[config.mk]
export PLATFORM = sky130hd
export DESIGN_NAME = fp12_mult_arbiter
export DESIGN_NICKNAME = d
export VERILOG_FILES = /design/src/rtl/fp12_pkg.sv /design/src/rtl/fp12_mult.sv /design/src/rtl/fp12_mult_arbiter.sv
export SDC_FILE = /design/constraint.sdc
export NUM_CORES = 1
export LEC_CHECK = 0
export CORE_MARGIN = 3
export CORE_UTILIZATION = 52
export DETAILED_ROUTE_END_ITERATION = 10
export PLACE_DENSITY = 0.83
export SYNTH_ARGS = -nofsm -noshare
export SYNTH_HDL_FRONTEND = slang
export SYNTH_SLANG_ARGS = --single-unit
[constraint.sdc]
create_clock -name clk -period 6.65 [get_ports clk]
set_input_delay 1.6625 -clock clk [delete_from_list [all_inputs] [get_ports clk]]
set_output_delay 1.6625 -clock clk [all_outputs]
set_load 0.05 [all_outputs]
[src/rtl/fp12_pkg.sv]
// Shared FP12 definitions: format constants, the packed fp12_t type and the
// round-robin grant helper used by the multiplier arbiter.
package fp12_pkg;

    localparam int FP12_W     = 12;
    localparam int FP12_POINT = 8;
    localparam int FP12_BIAS  = 7;
    localparam int FP12_EXP_W = FP12_W - FP12_POINT;

    // Widest supported requester set; narrower arbiters zero-pad into it.
    localparam int MAX_REQ  = 8;
    localparam int MAX_ID_W = 3;

    typedef struct packed {
        logic [FP12_EXP_W-1:0] expo;
        logic [FP12_POINT-1:0] mant;
    } fp12_t;

    // Search starts one past `last` and wraps modulo MAX_REQ. Zero-padded
    // upper bits are skipped, so the order equals wrapping modulo NUM_REQ.
    function automatic logic [MAX_REQ-1:0] rr_next_grant(
        input logic [MAX_REQ-1:0]  valid,
        input logic [MAX_ID_W-1:0] last
    );
        logic [MAX_REQ-1:0]  grant;
        logic [MAX_ID_W-1:0] idx;
        logic                found;
        grant = '0;
        found = 1'b0;
        for (int k = 1; k <= MAX_REQ; k++) begin
            idx = last + MAX_ID_W'(k);
            if (!found && valid[idx]) begin
                grant[idx] = 1'b1;
                found      = 1'b1;
            end
        end
        return grant;
    endfunction

endpackage

[src/rtl/fp12_mult.sv]
// Combinational FP12 multiplier: implicit leading one, single-step
// normalisation, truncation, exponent arithmetic modulo 2^FP12_EXP_W.
module fp12_mult
    import fp12_pkg::*;
#(
    parameter int POINT = FP12_POINT,
    parameter int BIAS  = FP12_BIAS
) (
    input  fp12_t a_i,
    input  fp12_t b_i,
    output fp12_t p_o
);

    localparam int MW = POINT + 1;
    localparam int PW = 2 * MW;

    logic [MW-1:0] ma;
    logic [MW-1:0] mb;
    logic [PW-1:0] prod;
    logic          norm;

    assign ma   = {1'b1, a_i.mant};
    assign mb   = {1'b1, b_i.mant};
    assign prod = PW'(ma) * PW'(mb);

    // Product of two [1,2) significands lies in [1,4): the top bit picks the shift.
    assign norm = prod[PW-1];

    always_comb begin
        p_o.mant = norm ? prod[PW-2:POINT+1] : prod[PW-3:POINT];
        p_o.expo = a_i.expo + b_i.expo - FP12_EXP_W'(BIAS) + FP12_EXP_W'(norm);
    end

endmodule

[src/rtl/fp12_mult_arbiter.sv]
// Round-robin arbiter feeding one shared FP12 multiplier through a two-stage
// issue/result pipeline; a global stall freezes every stage without loss.
module fp12_mult_arbiter
    import fp12_pkg::*;
#(
    parameter int NUM_REQ = 4,
    parameter int ID_W    = 2
) (
    input  logic                      clk,
    input  logic                      rst,
    input  logic [NUM_REQ-1:0]        req_valid,
    input  logic [NUM_REQ*FP12_W-1:0] req_in1,
    input  logic [NUM_REQ*FP12_W-1:0] req_in2,
    output logic [NUM_REQ-1:0]        req_ready,
    input  logic                      stall,
    output logic [NUM_REQ-1:0]        resp_valid,
    output logic [FP12_W-1:0]         resp_data,
    output logic [ID_W-1:0]           resp_id,
    output logic                      busy
);

    logic [ID_W-1:0]    last_q;
    logic               s1_valid_q;
    logic [ID_W-1:0]    s1_id_q;
    fp12_t              s1_in1_q;
    fp12_t              s1_in2_q;
    logic               s2_valid_q;
    logic [ID_W-1:0]    s2_id_q;
    fp12_t              s2_data_q;

    logic [MAX_REQ-1:0] rr_grant;
    logic [NUM_REQ-1:0] grant;
    logic               s1_valid_d;
    logic [ID_W-1:0]    s1_id_d;
    fp12_t              s1_in1_d;
    fp12_t              s1_in2_d;
    fp12_t              mult_p;

    // NOTE: every signal gets a default before the conditional logic below;
    // a path that leaves one unassigned would infer a latch.
    always_comb begin
        rr_grant   = rr_next_grant(MAX_REQ'(req_valid), MAX_ID_W'(last_q));
        grant      = (rst || stall) ? '0 : rr_grant[NUM_REQ-1:0];
        s1_valid_d = |grant;
        s1_id_d    = '0;
        s1_in1_d   = '0;
        s1_in2_d   = '0;
        for (int i = 0; i < NUM_REQ; i++) begin
            if (grant[i]) begin
                s1_id_d  = ID_W'(i);
                s1_in1_d = req_in1[i*FP12_W +: FP12_W];
                s1_in2_d = req_in2[i*FP12_W +: FP12_W];
            end
        end
    end

    fp12_mult #(
        .POINT (FP12_POINT),
        .BIAS  (FP12_BIAS)
    ) u_mult (
        .a_i (s1_in1_q),
        .b_i (s1_in2_q),
        .p_o (mult_p)
    );

    // NOTE: non-blocking assignments let S2 sample the pre-edge S1 contents,
    // which is what makes this a two-register pipeline.
    always_ff @(posedge clk) begin
        if (rst) begin
            last_q     <= ID_W'(NUM_REQ - 1);
            s1_valid_q <= 1'b0;
            s1_id_q    <= '0;
            s1_in1_q   <= '0;
            s1_in2_q   <= '0;
            s2_valid_q <= 1'b0;
            s2_id_q    <= '0;
            s2_data_q  <= '0;
        end else if (!stall) begin
            s1_valid_q <= s1_valid_d;
            s1_id_q    <= s1_id_d;
            s1_in1_q   <= s1_in1_d;
            s1_in2_q   <= s1_in2_d;
            s2_valid_q <= s1_valid_q;
            s2_id_q    <= s1_id_q;
            s2_data_q  <= mult_p;
            if (s1_valid_d) begin
                last_q <= s1_id_d;
            end
        end
    end

    assign req_ready  = grant;
    assign resp_valid = (s2_valid_q && !stall) ? (NUM_REQ'(1) << s2_id_q) : '0;
    assign resp_data  = s2_data_q;
    assign resp_id    = s2_id_q;
    assign busy       = s1_valid_q | s2_valid_q;

endmodule

**Yosys cells after proc, flatten, opt, wreduce, memory -nomap -nowiden**

Cells that the tools add are included.

- Flip-flop bits (word level): 44
- Bits in latches: 0
- RAM bits: 0
- Bits in read-only memories: 0
- Bits of input ports: 103
- Output and inout bits: 23
- Word-level logic and storage cells: 136
- Memories kept: 0

- $add $sub $neg: 10
- $mul: 1
- Divide/modulo/power cells: 0
- Magnitude comparators: 16
- Eq/ne operators: 0
- Shifts and indexed selects: 1
- Muxes and demuxes: 61
- Bitwise logic cells: 9
- Reduce and logical (&&, ||, !) cells: 27

Operators by type and width:

| kind | count |
|---|---|
| 12-bit 2-to-1 mux | 8 |
| 4-bit 2-to-1 mux | 10 |
| 3-bit by 4-bit less-than comparator with 1-bit output, second input constant | 7 |
| 4-bit bitwise OR | 7 |
| 1-bit 2-to-1 mux | 24 |
| 1-bit binary-select mux with 3-bit select | 7 |
| 1-bit demux with 3-bit select | 7 |
| 3-bit by 1-bit >= comparator with 1-bit output, second input constant | 7 |
| 9-bit by 9-bit multiplier with 18-bit output | 1 |
| 1-bit logical AND | 16 |
| 2-bit by 3-bit adder with 3-bit output, second input constant | 4 |
| 1-bit zero test | 8 |
| 8-bit 2-to-1 mux | 1 |
| 2-bit by 2-bit adder with 3-bit output, second input constant | 2 |
| 4-bit by 1-bit adder with 4-bit output | 1 |
| 4-bit adder | 1 |
| 2-bit by 4-bit less-than comparator with 1-bit output, second input constant | 1 |
| 2-bit 2-to-1 mux | 2 |
| 4-bit OR reduction | 1 |
| 1-bit by 2-bit << shifter with 4-bit output, first input constant | 1 |
| 4-bit by 3-bit subtractor with 4-bit output, second input constant | 1 |
| 2-bit by 1-bit adder with 3-bit output, second input constant | 1 |
| 1-bit binary-select mux with 2-bit select | 1 |
| 1-bit demux with 2-bit select | 1 |
| other kinds (5) | 5 |

**Depth between registers and ports, before layout**

Gate-level depths: netlist of the first run.

- Depth after elaboration: 30
- Gate-level depth with buffers: 26
- Depth with buffers taken out: 24

**Cells and area by module**

A second synthesis of the first run with hierarchy kept.

- Cells, all modules: 686
- Area, all modules: 5858.1 um2

By module, submodules not included:

| module | times used | cells an instance | area an instance (um2) | sequential area each (um2) |
|---|---|---|---|---|
| fp12_mult_arbiter | 1 | 371 | 3114.2 | 880.8 |
| fp12_mult | 1 | 315 | 2743.9 | 0.0 |

**Least setup slack after synthesis of the first run**

Ideal clock, no wire load.

- Kind: reg2reg
- Start point: register s1_in1_q[3] in the netlist's numbering
- End point: register s2_data_q (netlist bit resp_data[11])
- Setup time: 128 ps
- Arrival time: 5525 ps
- Required time: 6522 ps
- Path slack: 997 ps
- Stages on the path, launching flop included: 25
- Path buffers: 2
- Clock period less this slack: 5653 ps
- Path through: dfxtp_1 -> clkbuf_1 -> inv_1 -> fa_1 -> inv_1 -> fa_1 -> fa_1 -> inv_1 -> fa_1 -> inv_1 -> ha_1 -> clkbuf_1 -> nand3_1 -> o211ai_1 -> a22o_1 -> o31a_1 -> xor2_1 -> nand2b_1 -> ha_1 -> a21o_1 -> a21oi_1 -> xnor2_1 -> nor2_1 -> a21oi_1 -> nor2_1

- Cells in the longest elaborated chain, start to end: 2

RTL lines:

| what | line | RTL |
|---|---|---|
| from (decl) | fp12_mult_arbiter.sv:25 | `fp12_t s1_in1_q;` |
| from (signal assigned) | fp12_mult_arbiter.sv:81 | `s1_in1_q <= s1_in1_d;` |
| 9-bit by 9-bit multiplier with 18-bit output | fp12_mult.sv:24 | `assign prod = PW'(ma) * PW'(mb);` |
| 4-bit by 1-bit adder with 4-bit output | fp12_mult.sv:31 | `p_o.expo = a_i.expo + b_i.expo - FP12_EXP_W'(BIAS) + FP12_EXP_W'(norm);` |
| to (signal assigned) | fp12_mult_arbiter.sv:85 | `s2_data_q <= mult_p;` |
| to (decl) | fp12_mult_arbiter.sv:29 | `fp12_t s2_data_q;` |

No other way between the ends.
A chain may end at the register's enable or synchronous reset.

**Worst setup path after layout of the first run**

- Start point: input port req_valid[2]
- End point: output port req_ready[1]

- Cells in the longest elaborated chain, start to end: 25
- Elaborated cells on any way between the ends: 53
- Those cells by class: mux (32); bitwise (7); reduce/logical (14)

RTL lines:

| what | line | RTL |
|---|---|---|
| from (decl) | fp12_mult_arbiter.sv:11 | `input logic [NUM_REQ-1:0] req_valid,` |
| 1-bit binary-select mux with 3-bit select | fp12_pkg.sv:32 | `if (!found && valid[idx]) begin` |
| 1-bit 2-to-1 mux (implied by the code) | fp12_pkg.sv:32 |  |
| 1-bit 2-to-1 mux | fp12_pkg.sv:32 |  |
| 1-bit zero test | fp12_pkg.sv:32 |  |
| 1-bit logical AND | fp12_pkg.sv:32 |  |
| 1-bit 2-to-1 mux | fp12_pkg.sv:32 |  |
| 1-bit zero test | fp12_pkg.sv:32 |  |
| 1-bit logical AND | fp12_pkg.sv:32 |  |
| [9 not listed] | -- |  |
| 1-bit 2-to-1 mux | fp12_pkg.sv:32 |  |
| 1-bit zero test | fp12_pkg.sv:32 |  |
| 1-bit logical AND | fp12_pkg.sv:32 |  |
| 1-bit 2-to-1 mux | fp12_pkg.sv:32 |  |
| 1-bit zero test | fp12_pkg.sv:32 |  |
| 1-bit logical AND | fp12_pkg.sv:32 |  |
| 4-bit 2-to-1 mux * | fp12_pkg.sv:32 |  |
| 4-bit 2-to-1 mux * | fp12_mult_arbiter.sv:43 | `grant = (rst \|\| stall) ? '0 : rr_grant[NUM_REQ-1:0];` |
| to (decl) | fp12_mult_arbiter.sv:14 | `output logic [NUM_REQ-1:0] req_ready,` |

Mark *: on every way between the ends. The rest lies on a longest branch, timed or not. The select of a mux whose other input is x is not followed.

==> flow_metrics.env, run 1 <==
export IMPL_status="finished clean"
export IMPL_clockRootBuffer="clkbuf_8"
export IMPL_ant_nets=0
export IMPL_rows=36
export IMPL_ios=126
export IMPL_numCtsBuffers=5
export IMPL_grt_max_degree=30
export IMPL_synth_top_area_share_pct=18.62
export IMPL_required_ns=4.99
export IMPL_ys_seq_area_share_pct=16.38
export IMPL_max_slew_margin_pct=28.35
export IMPL_period_needed_ns=6.059
export IMPL_post_synth_top_area_cell="fa_1"
export IMPL_hpwlAfterDp_mm=11.76
export IMPL_ys_top_cells_by_area="fa_1 (19%), dfxtp_1 (16%), ha_1 (11%), nand2_1 (6.8%), inv_1 (6.2%)"
export IMPL_holdWs_ns=0.4690
export IMPL_maxCapViolations=0
export IMPL_min_delay_worst_endpoint="s1_valid_q"
export IMPL_grt_pass1_vias=5066
export IMPL_synth_edf_count=0
export IMPL_die_w_um=107.7
export IMPL_leakage_nw=3.100
export IMPL_hold_viol=0
export IMPL_tns_ns=0
export IMPL_ys_flop_type="dfxtp_1"
export IMPL_start_util_pct=54.26
export IMPL_worstHoldStart="s1_valid_q"
export IMPL_place_gp_congestion=0.8611
export IMPL_cts_max_path_buffers=2
export IMPL_firstDrtPassIters=5
export IMPL_syn_nets=842
export IMPL_r2r_slack_ns=0.81
export IMPL_layout_drive_gt1_share_pct=5.874
export IMPL_power_total_mw=1.975
export IMPL_grt_pass1_wl_mm=23.99
export IMPL_dieArea_um2=11600
export IMPL_yosys_warnings=0
export IMPL_grt_overflow=0
export IMPL_vias_per_cell=5.678
export IMPL_worstSetupStartpointType="input port"
export IMPL_fin_nets=947
export IMPL_max_slew_worst_pin_slew_ns=1.067
export IMPL_drc=0
export IMPL_skew_ns=0.01031
export IMPL_syn_inst=643
export IMPL_antenna_found_initial=0
export IMPL_reg2reg_to="resp_data[11]"
export IMPL_portBuffers=125
export IMPL_antennaDiodeCount=0
export IMPL_path_max_fanout=9
export IMPL_coreArea_um2=9910
export IMPL_irDropWorstVdd_mv=0.1623
export IMPL_rsz0062_at_grt="no"
export IMPL_path_class="input port to output pin"
export IMPL_cts_tree="built"
export IMPL_fp_dieH_um=107.7
export IMPL_clkTransAtPathRegs_ns=0.09
export IMPL_reg2reg_from="s1_in1_q[5]"
export IMPL_postSynth_asyncResetShare_pct=0
export IMPL_ys_types=67
export IMPL_cts_resized=0
export IMPL_wl_per_cell_um=16.54
export IMPL_cts_hold_buf=0
export IMPL_num_vias=5008
export IMPL_synth_area_um2=5376
export IMPL_track_usage_pct=25.70
export IMPL_setup_violations=0
export IMPL_rr_worst_depth=23
export IMPL_h_tree_depth=2
export IMPL_worstHoldPathType="register to register"
export IMPL_pwr_density_cell_nw_per_um2=289.1
export IMPL_final_util_pct=68.95
export IMPL_drt_iter0_markers=298
export IMPL_cts_sinks=44
export IMPL_maxSlewViolCount=0
export IMPL_syn_area_per_cell_um2=8.361
export IMPL_period_share_pct=91.11
export IMPL_hold_depth=2
export IMPL_cts_setup_buffers=0
export IMPL_drt_wl_total_mm=14.59
export IMPL_crit_path_end_kind="output pin"
export IMPL_fmax_mhz=165.0
export IMPL_cp_arrival_ns=4.40
export IMPL_synth_seq_cells=44
export IMPL_syn_to_final_growth_pct=27.09
export IMPL_clk_latency_ns=0.31
[registers in the layout (all words and copies together), names as in the netlist]
signal	flops
s1_in2_q	12
resp_data	12
resp_id	2
last_q	2
s1_valid_q	1
s2_valid_q	1
s1_in1_q	12
s1_id_q	2
[worst max-delay path by stage]
stage	startpoint	end	slack (ns)	cells past startpoint
after detailed placement	req_valid[2]	req_ready[1]	0.59	8
after floorplan	s1_in1_q[3]	resp_data[11]	1.0	24
after CTS	req_valid[2]	req_ready[1]	0.58	8
final	req_valid[2]	req_ready[1]	0.59	8
after global placement	req_valid[2]	req_ready[1]	0.66	8
after global routing	s1_in1_q[5]	resp_data[11]	0.41	23
[worst max-delay path: stages]
cell and delay, ns:
clkdlybuf4s50_1 0.55, mux4_2 0.59, nor2_2 0.16, nand2_2 0.09, o221a_4 0.23, a21oi_1 0.14
buf_4 0.16, clkdlybuf4s50_1 0.81
[report_power, final]
group	internal, mW	total, mW	switching, mW
clock	0.113	0.216	0.103
combinational	0.535	1.25	0.718
sequential	0.347	0.506	0.159
total	0.995	1.98	0.980
[logic make-up (layout without fill, tap and decap cells)]
group,Yosys count,count (layout),share of synthesized area [%]
AO/OA/AOI/OAI,93,93,14.36
AND/OR/NAND/NOR,250,250,23.62
multiplexers,18,18,4.329
flip-flops,44,44,16.38
buffers and inverters,128,234,9.704
XOR/XNOR,14,14,2.281
adder cells (fa/ha/maj),96,96,29.32
[cells in the final DEF, fill, tap and decap left out, types with 5 or more instances in the layout]
cell type | Yosys | routed
a21o_1 | 5 | 5
buf_4 | 0 | 11
clkbuf_8 | 0 | 5
nor2_1 | 27 | 25
a21oi_1 | 12 | 12
nand4_1 | 21 | 21
nand2_1 | 98 | 98
a31oi_1 | 6 | 6
o211ai_1 | 5 | 5
dfxtp_1 | 44 | 44
mux2i_1 | 12 | 12
and2_1 | 26 | 26
ha_1 | 46 | 46
a221o_1 | 20 | 20
inv_1 | 89 | 89
nand3_1 | 29 | 29
a22oi_1 | 6 | 6
or2_2 | 5 | 5
xor2_1 | 6 | 6
nand2b_1 | 5 | 5
o21ai_0 | 6 | 6
o31a_1 | 6 | 6
fa_1 | 50 | 50
clkdlybuf4s50_1 | 0 | 123
xnor2_1 | 8 | 8
and3_1 | 5 | 5
nor3_1 | 7 | 7
[metrics by stage]
| stage | area (um2) | setup slack (ns) | std cells |
|---|---|---|---|
| 2_1_floorplan | 5376 | 0.9972 | 643 |
| 3_3_place_gp | 6718 | 0.6556 | 874 |
| 3_5_place_dp | 6718 | 0.5882 | 874 |
| 4_1_cts | 6833 | 0.5804 | 882 |
| 5_1_grt | 6833 | 0.4135 | 882 |
| 6_report | 6833 | 0.5909 | 882 |
[metal layers]
layer | wire length [um] | share of wire (%) | GRT usage (%)
met5 | 0 | 0 | 0
met4 | 274 | 1.9 | 7.214
met3 | 971 | 6.7 | 5.579
met2 | 6998 | 48 | 41.30
met1 | 6347 | 43 | 34.91
[Yosys cell counts, drive strengths merged, types with 5 or more instances]
cell type	n
nand2	100
inv	89
fa	50
ha	46
dfxtp	44
nand3	29
nor2	28
and2	27
clkbuf	24
nand4	21
a221o	20
buf	14
a21oi	12
mux2i	12
xnor2	8
a22oi	7
a31oi	7
nor3	7
o21ai	7
o211ai	6
o31a	6
or2	6
xor2	6
a21o	5
and3	5
nand2b	5
[area by class of cell]
cell class / count / area (um2)
Clock inverter: 3 / 46.29
Sequential cell: 44 / 880.8
Timing Repair Buffer: 136 / 1354
Fill cell: 805 / 3077
Multi-Input combinational cell: 471 / 3979
Clock buffer: 5 / 68.82
Inverter: 90 / 337.8
Tap cell: 133 / 166.4
(Power assumes the default switching activity.)
==> inputs of run 2 (changes only) <==
ABC_CLOCK_PERIOD_IN_PS = 6650   (was default)
GPL_TIMING_DRIVEN = 0   (was default)
==> flow_metrics.env, run 2 (same netlist as run 1, synthesis figures left out) <==
export IMPL_r2r_slack_ns=0.26
export IMPL_drt_wl_total_mm=15.95
export IMPL_final_util_pct=69.82
export IMPL_cts_max_path_buffers=2
export IMPL_max_slew_margin_pct=44.39
export IMPL_max_slew_worst_pin_slew_ns=0.8310
export IMPL_coreArea_um2=9910
export IMPL_antenna_found_initial=0
export IMPL_pwr_density_cell_nw_per_um2=294.7
export IMPL_skew_ns=0.009064
export IMPL_leakage_nw=3.142
export IMPL_fin_nets=973
export IMPL_crit_cells=7
export IMPL_path_max_fanout=10
export IMPL_maxSlewViolCount=0
export IMPL_dieArea_um2=11600
export IMPL_irDropWorstVdd_mv=0.1800
export IMPL_layout_drive_gt1_share_pct=5.677
export IMPL_worstHoldStart="s1_id_q[1]"
export IMPL_vias_per_cell=5.818
export IMPL_die_w_um=107.7
export IMPL_place_gp_congestion=0.9326
export IMPL_h_tree_depth=2
export IMPL_portBuffers=125
export IMPL_rsz0062_at_grt="yes"
export IMPL_rows=36
export IMPL_start_util_pct=54.26
export IMPL_cts_sinks=44
export IMPL_rr_worst_depth=23
export IMPL_grt_overflow=0
export IMPL_ant_nets=0
export IMPL_cts_tree="built"
export IMPL_antennaDiodeCount=0
export IMPL_firstDrtPassIters=4
export IMPL_crit_path_end_kind="output pin"
export IMPL_final_common_cell="clkdlybuf4s50_1"
export IMPL_clk_latency_ns=0.31
export IMPL_fp_dieH_um=107.7
export IMPL_crit_chain="clkdlybuf4s50_1, mux4_2, nor2_2, o211ai_1, a41oi_2, clkbuf_1, dlygate4sd2_1"
export IMPL_final_cells=908
export IMPL_clockRootBuffer="clkbuf_8"
export IMPL_track_usage_pct=28.07
export IMPL_required_ns=4.99
export IMPL_cts_setup_buffers=0
export IMPL_numCtsBuffers=5
export IMPL_drc=0
export IMPL_slowest_stage="dlygate4sd2_1"
export IMPL_maxCapViolations=0
export IMPL_crit_family="buffers and inverters"
export IMPL_drt_iter0_markers=341
export IMPL_period_needed_ns=6.412
export IMPL_min_delay_worst_endpoint="s1_id_q[1]"
export IMPL_dp_cells=901
export IMPL_final_cell_mix="clkdlybuf4s50_1 (124), nand2_1 (98), inv_1 (89)"
export IMPL_ios=126
export IMPL_path_class="input port to output pin"
export IMPL_cp_arrival_ns=4.75
export IMPL_tns_ns=0
export IMPL_hpwlAfterDp_mm=12.98
export IMPL_status="finished clean"
export IMPL_crit_buf_inv=3
export IMPL_grt_max_degree=16
export IMPL_num_vias=5283
export IMPL_hold_viol=0
export IMPL_setup_violations=0
export IMPL_reg2reg_from="s1_in1_q[5]"
export IMPL_grt_pass1_vias=5357
export IMPL_reg2reg_to="resp_data[11]"
export IMPL_period_share_pct=96.42
export IMPL_syn_to_final_growth_pct=28.69
export IMPL_worstHoldPathType="register to register"
export IMPL_cpPeakStageDelay_ns=0.60
export IMPL_wl_per_cell_um=17.57
export IMPL_clkTransAtPathRegs_ns=0.09
export IMPL_fmax_mhz=156.0
export IMPL_startpoint="req_valid[2]"
export IMPL_worstSetupStartpointType="input port"
export IMPL_grt_pass1_wl_mm=25.93
export IMPL_hold_depth=1
run 2: changes by cell type in the layout (fill, tap and decap cells not counted), sizes merged:
cell / change
dlygate4sd2: +1
buf: +1
clkdlybuf4s50: +1
clkbuf: +23
run 2: metal layers:
metal | GRT usage [%] | routed length (um)
met4 | 9.288 | 378
met5 | 0 | 0
met1 | 35.94 | 6334
met3 | 5.219 | 1251
met2 | 47.65 | 7987
run 2: worst max-delay path by stage:
stage                     to  slack (ns)
6_report        req_ready[3]        0.24
2_1_floorplan  resp_data[11]         1.0
5_1_grt        resp_data[11]       -0.14
3_3_place_gp    req_ready[3]       -0.01
3_5_place_dp    req_ready[3]       -0.04
4_1_cts         req_ready[2]       0.003
run 2: metrics by stage:
step | cell area [um2] | power (mW) | hold slack (ns) | setup slack (ns)
finish | 6919 | 2.039 | 0.4699 | 0.2384
global route | 6919 | 2.192 | 0.4939 | -0.1433
CTS | 6908 | 2.028 | 0.4703 | 0.003137
detailed placement | 6794 | 1.800 | 0.4441 | -0.03571
global placement | 6794 | 1.747 | 0.4392 | -0.01098
floorplan | 5376 | 1.400 | 0.4258 | 0.9972
run 2: what timing repair did:
action	4_1_cts	5_1_grt
resized for setup	1	2
hold buffers	0	0
endpoints found under the setup margin	1	4
run 2: layout make-up:
type | instances | area, um2
fillers | 805 | 2990
repair buffers | 125 | 1250
clock buffers | 5 | 68.82
inverters | 90 | 337.8
well taps | 133 | 166.4
plain buffers | 37 | 180.2
clock inverters | 3 | 46.29
flip-flops and latches | 44 | 880.8
multi-input cells | 471 | 3989
run 2: report_power, final:
| group | switching (mW) | total [mW] | internal, mW | leakage, nW |
|---|---|---|---|---|
| logic | 0.824 | 1.39 | 0.561 | 2.73 |
| clock network | 0.107 | 0.220 | 0.113 | 0.0548 |
| registers | 0.0869 | 0.434 | 0.347 | 0.360 |
run 2: worst register-to-register path: cells and delay by family (launching register included):
kind | cells | cell delay [ns]
xor gates and xnor gates | 2 | 0.51
DFF | 1 | 0.34
AOI/OAI and AO/OA | 4 | 0.80
buffers and inverters | 5 | 0.84
and+or+nand+nor | 6 | 1.07
adders and majority gates | 6 | 2.70
==> inputs of run 3 (changes only) <==
ABC_AREA = 1   (was default)
CORE_UTILIZATION = 53   (was 52)
RECOVER_POWER = 50   (was default)
==> flow_metrics.env, run 3 <==
export IMPL_final_common_cell="nand2_1"
export IMPL_num_vias=6033
export IMPL_grt_overflow=0
export IMPL_cts_max_path_buffers=2
export IMPL_numCtsBuffers=5
export IMPL_ys_seq_area_share_pct=14.81
export IMPL_antenna_found_initial=0
export IMPL_layout_drive_gt1_share_pct=7.708
export IMPL_synth_seq_cells=44
export IMPL_clk_latency_ns=0.31
export IMPL_post_synth_top_area_cell="fa_1"
export IMPL_cts_tree="built"
export IMPL_maxCapViolations=0
export IMPL_vias_per_cell=5.237
export IMPL_swShare_pct=51.96
export IMPL_synth_xor_area_share_pct=1.620
export IMPL_ios=126
export IMPL_ant_nets=0
export IMPL_worstSetupStartpointType="input port"
export IMPL_fp_dieH_um=111.9
export IMPL_hpwlAfterDp_mm=13.58
export IMPL_grt_max_degree=15
export IMPL_worstHoldPathType="register to register"
export IMPL_start_util_pct=54.63
export IMPL_skew_ns=0.01470
export IMPL_power_internal_mw=0.9256
export IMPL_postLayoutCellArea_um2=7435
export IMPL_multi_input_area_um2=4192
export IMPL_pwr_share_seq_pct=19.3
export IMPL_yosys_warnings=0
export IMPL_max_slew_worst_pin_slew_ns=0.6240
export IMPL_irDropWorstVdd_mv=0.1950
export IMPL_coreArea_um2=10890
export IMPL_p_comb_share_pct=69.3
export IMPL_clkTransAtPathRegs_ns=0.09
export IMPL_drc=0
export IMPL_syn_nets=1079
export IMPL_cts_sinks=44
export IMPL_syn_inst=880
export IMPL_period_needed_ns=6.412
export IMPL_synth_simple_area_share_pct=34.90
export IMPL_dieArea_um2=12530
export IMPL_p_sw_mw=1.001
export IMPL_rsz0062_at_grt="no"
export IMPL_tns_ns=0
export IMPL_path_max_fanout=10
export IMPL_synthMostInstantiatedCell="nand2_1"
export IMPL_required_ns=4.99
export IMPL_hold_viol=0
export IMPL_drt_wl_total_mm=16.48
export IMPL_syn_to_final_growth_pct=24.99
export IMPL_synth_top_family_by_area="simple AND/OR/NAND/NOR gates"
export IMPL_ys_flop_type="dfxtp_1"
export IMPL_cts_resized=0
export IMPL_netlist_top_cells_count="nand2_1 (260), inv_1 (148), nor2_1 (54)"
export IMPL_leakage_nw=3.858
export IMPL_fin_nets=1210
export IMPL_max_slew_margin_pct=58.01
export IMPL_regArea_um2=880.8
export IMPL_track_usage_pct=26.98
export IMPL_status="finished clean"
export IMPL_clockRootBuffer="clkbuf_8"
export IMPL_firstDrtPassIters=5
export IMPL_synthAdderAreaFrac_pct=26.50
export IMPL_portBuffers=125
export IMPL_postSynth_asyncResetShare_pct=0
export IMPL_cpPeakStageDelay_ns=0.81
export IMPL_place_gp_congestion=0.9010
export IMPL_grt_pass1_wl_mm=28.07
export IMPL_synth_area_um2=5948
export IMPL_pwr_density_cell_nw_per_um2=259.1
export IMPL_cts_setup_buffers=0
export IMPL_cp_arrival_ns=4.75
export IMPL_final_cell_mix="nand2_1 (262), inv_1 (150), clkdlybuf4s50_1 (109)"
export IMPL_h_tree_depth=2
export IMPL_synth_edf_count=0
export IMPL_rows=38
export IMPL_synth_mux_area_fraction_pct=0
export IMPL_wl_per_cell_um=14.31
export IMPL_fmax_mhz=156.0
export IMPL_period_share_pct=96.43
export IMPL_crit_path_end_kind="output pin"
export IMPL_fill_cells=962
export IMPL_power_total_mw=1.927
export IMPL_setup_violations=0
export IMPL_drt_iter0_markers=305
export IMPL_die_w_um=111.9
export IMPL_cts_hold_buf=0
export IMPL_grt_pass1_vias=6153
export IMPL_path_class="input port to output pin"
export IMPL_slowest_stage="clkdlybuf4s50_1"
export IMPL_crit_chain="clkdlybuf4s50_1, or2_1, nand3_2, nand4_1, o21ai_0, nand2_1, nand2_2, nor2_1, nor2_1, buf_6, clkdlybuf4s50_1"
export IMPL_syn_area_per_cell_um2=6.759
export IMPL_antennaDiodeCount=0
export IMPL_dpl_instance_area_um2=7375
export IMPL_maxSlewViolCount=0
export IMPL_pwr_share_clk_pct=11.4
export IMPL_ys_types=48
export IMPL_synth_top_area_share_pct=16.83
export IMPL_ys_top_cells_by_area="fa_1 (17%), nand2_1 (16%), dfxtp_1 (15%), ha_1 (9.7%), inv_1 (9.3%)"
export IMPL_synth_compound_area_share_pct=8.204
## run 3: changes by cell type after synthesis, moves of 7 or more
cell,before,now
and2_1,26,0
inv_1,89,148
nand3_1,29,41
nand2_2,1,23
inv_2,0,7
nand2_1,98,260
a21oi_1,12,29
a221o_1,20,0
nor2_1,27,54
mux2i_1,12,0
o21ai_0,6,33
## run 3: metal layers
metal / share of wire [%] / GRT usage [%] / routed length [um]
met3: 6.7 / 4.728 / 1107
met4: 2.1 / 6.010 / 342
met5: 0 / 0 / 0
met1: 42 / 34.13 / 6897
met2: 49 / 48.20 / 8137
## run 3: per-stage QoR
step,util (%),setup slack [ns],std cells,hold slack (ns)
after detailed placement,67.73,0.5321,1145,0.4416
final,68.28,0.2377,1152,0.4549
after global placement,67.73,0.5695,1145,0.4405
after floorplan,-,1.167,880,0.4286
after global routing,68.28,0.04337,1152,0.4734
after CTS,68.85,0.4495,1153,0.4575
## run 3: power by group through the flow
stage	sequential [mW]	combinational, mW	clock [mW]
after detailed placement	0.372	1.36	0
after global placement	0.370	1.33	0
after CTS	0.367	1.37	0.218
after global routing	0.380	1.49	0.232
final	0.371	1.34	0.220
after floorplan	0.449	0.908	0
## run 3: cell type report
| class | count | area share, % |
|---|---|---|
| Multi-Input combinational cell | 639 | 56.38 |
| Timing Repair Buffer | 125 | 16.83 |
| Sequential cell | 44 | 11.85 |
| Inverter | 158 | 8.011 |
| Buffer | 38 | 2.945 |
| Tap cell | 140 | 2.356 |
| Clock buffer | 6 | 1.111 |
| Clock inverter | 2 | 0.5217 |
## run 3: cell families (layout without fill, tap and decap cells)
kind of cell    count (synthesis)  after routing
simple gates                  449            449
buf+inv                       197            329
fa+ha+maj                      96             96
compound gates                 83             83
flops                          44             44
xor+xnor                       11             11
## run 3: critical path: cells and delay by family
family	cells	cell delay (ns)
AO/OA/AOI/OAI	1	0.24
buffers and inverters	3	1.46
AND/OR/NAND/NOR	7	1.38
## run 3: worst paths after layout
kind	startpoint	endpoint	slack, ns	depth (start not counted)
max	req_valid[2]	req_ready[2]	0.24	11
min	resp_data[5]	resp_data[5]	0.45	2
max reg2reg	s1_in2_q[6]	resp_data[11]	0.43	26
min reg2reg	resp_data[5]	resp_data[5]	0.45	2
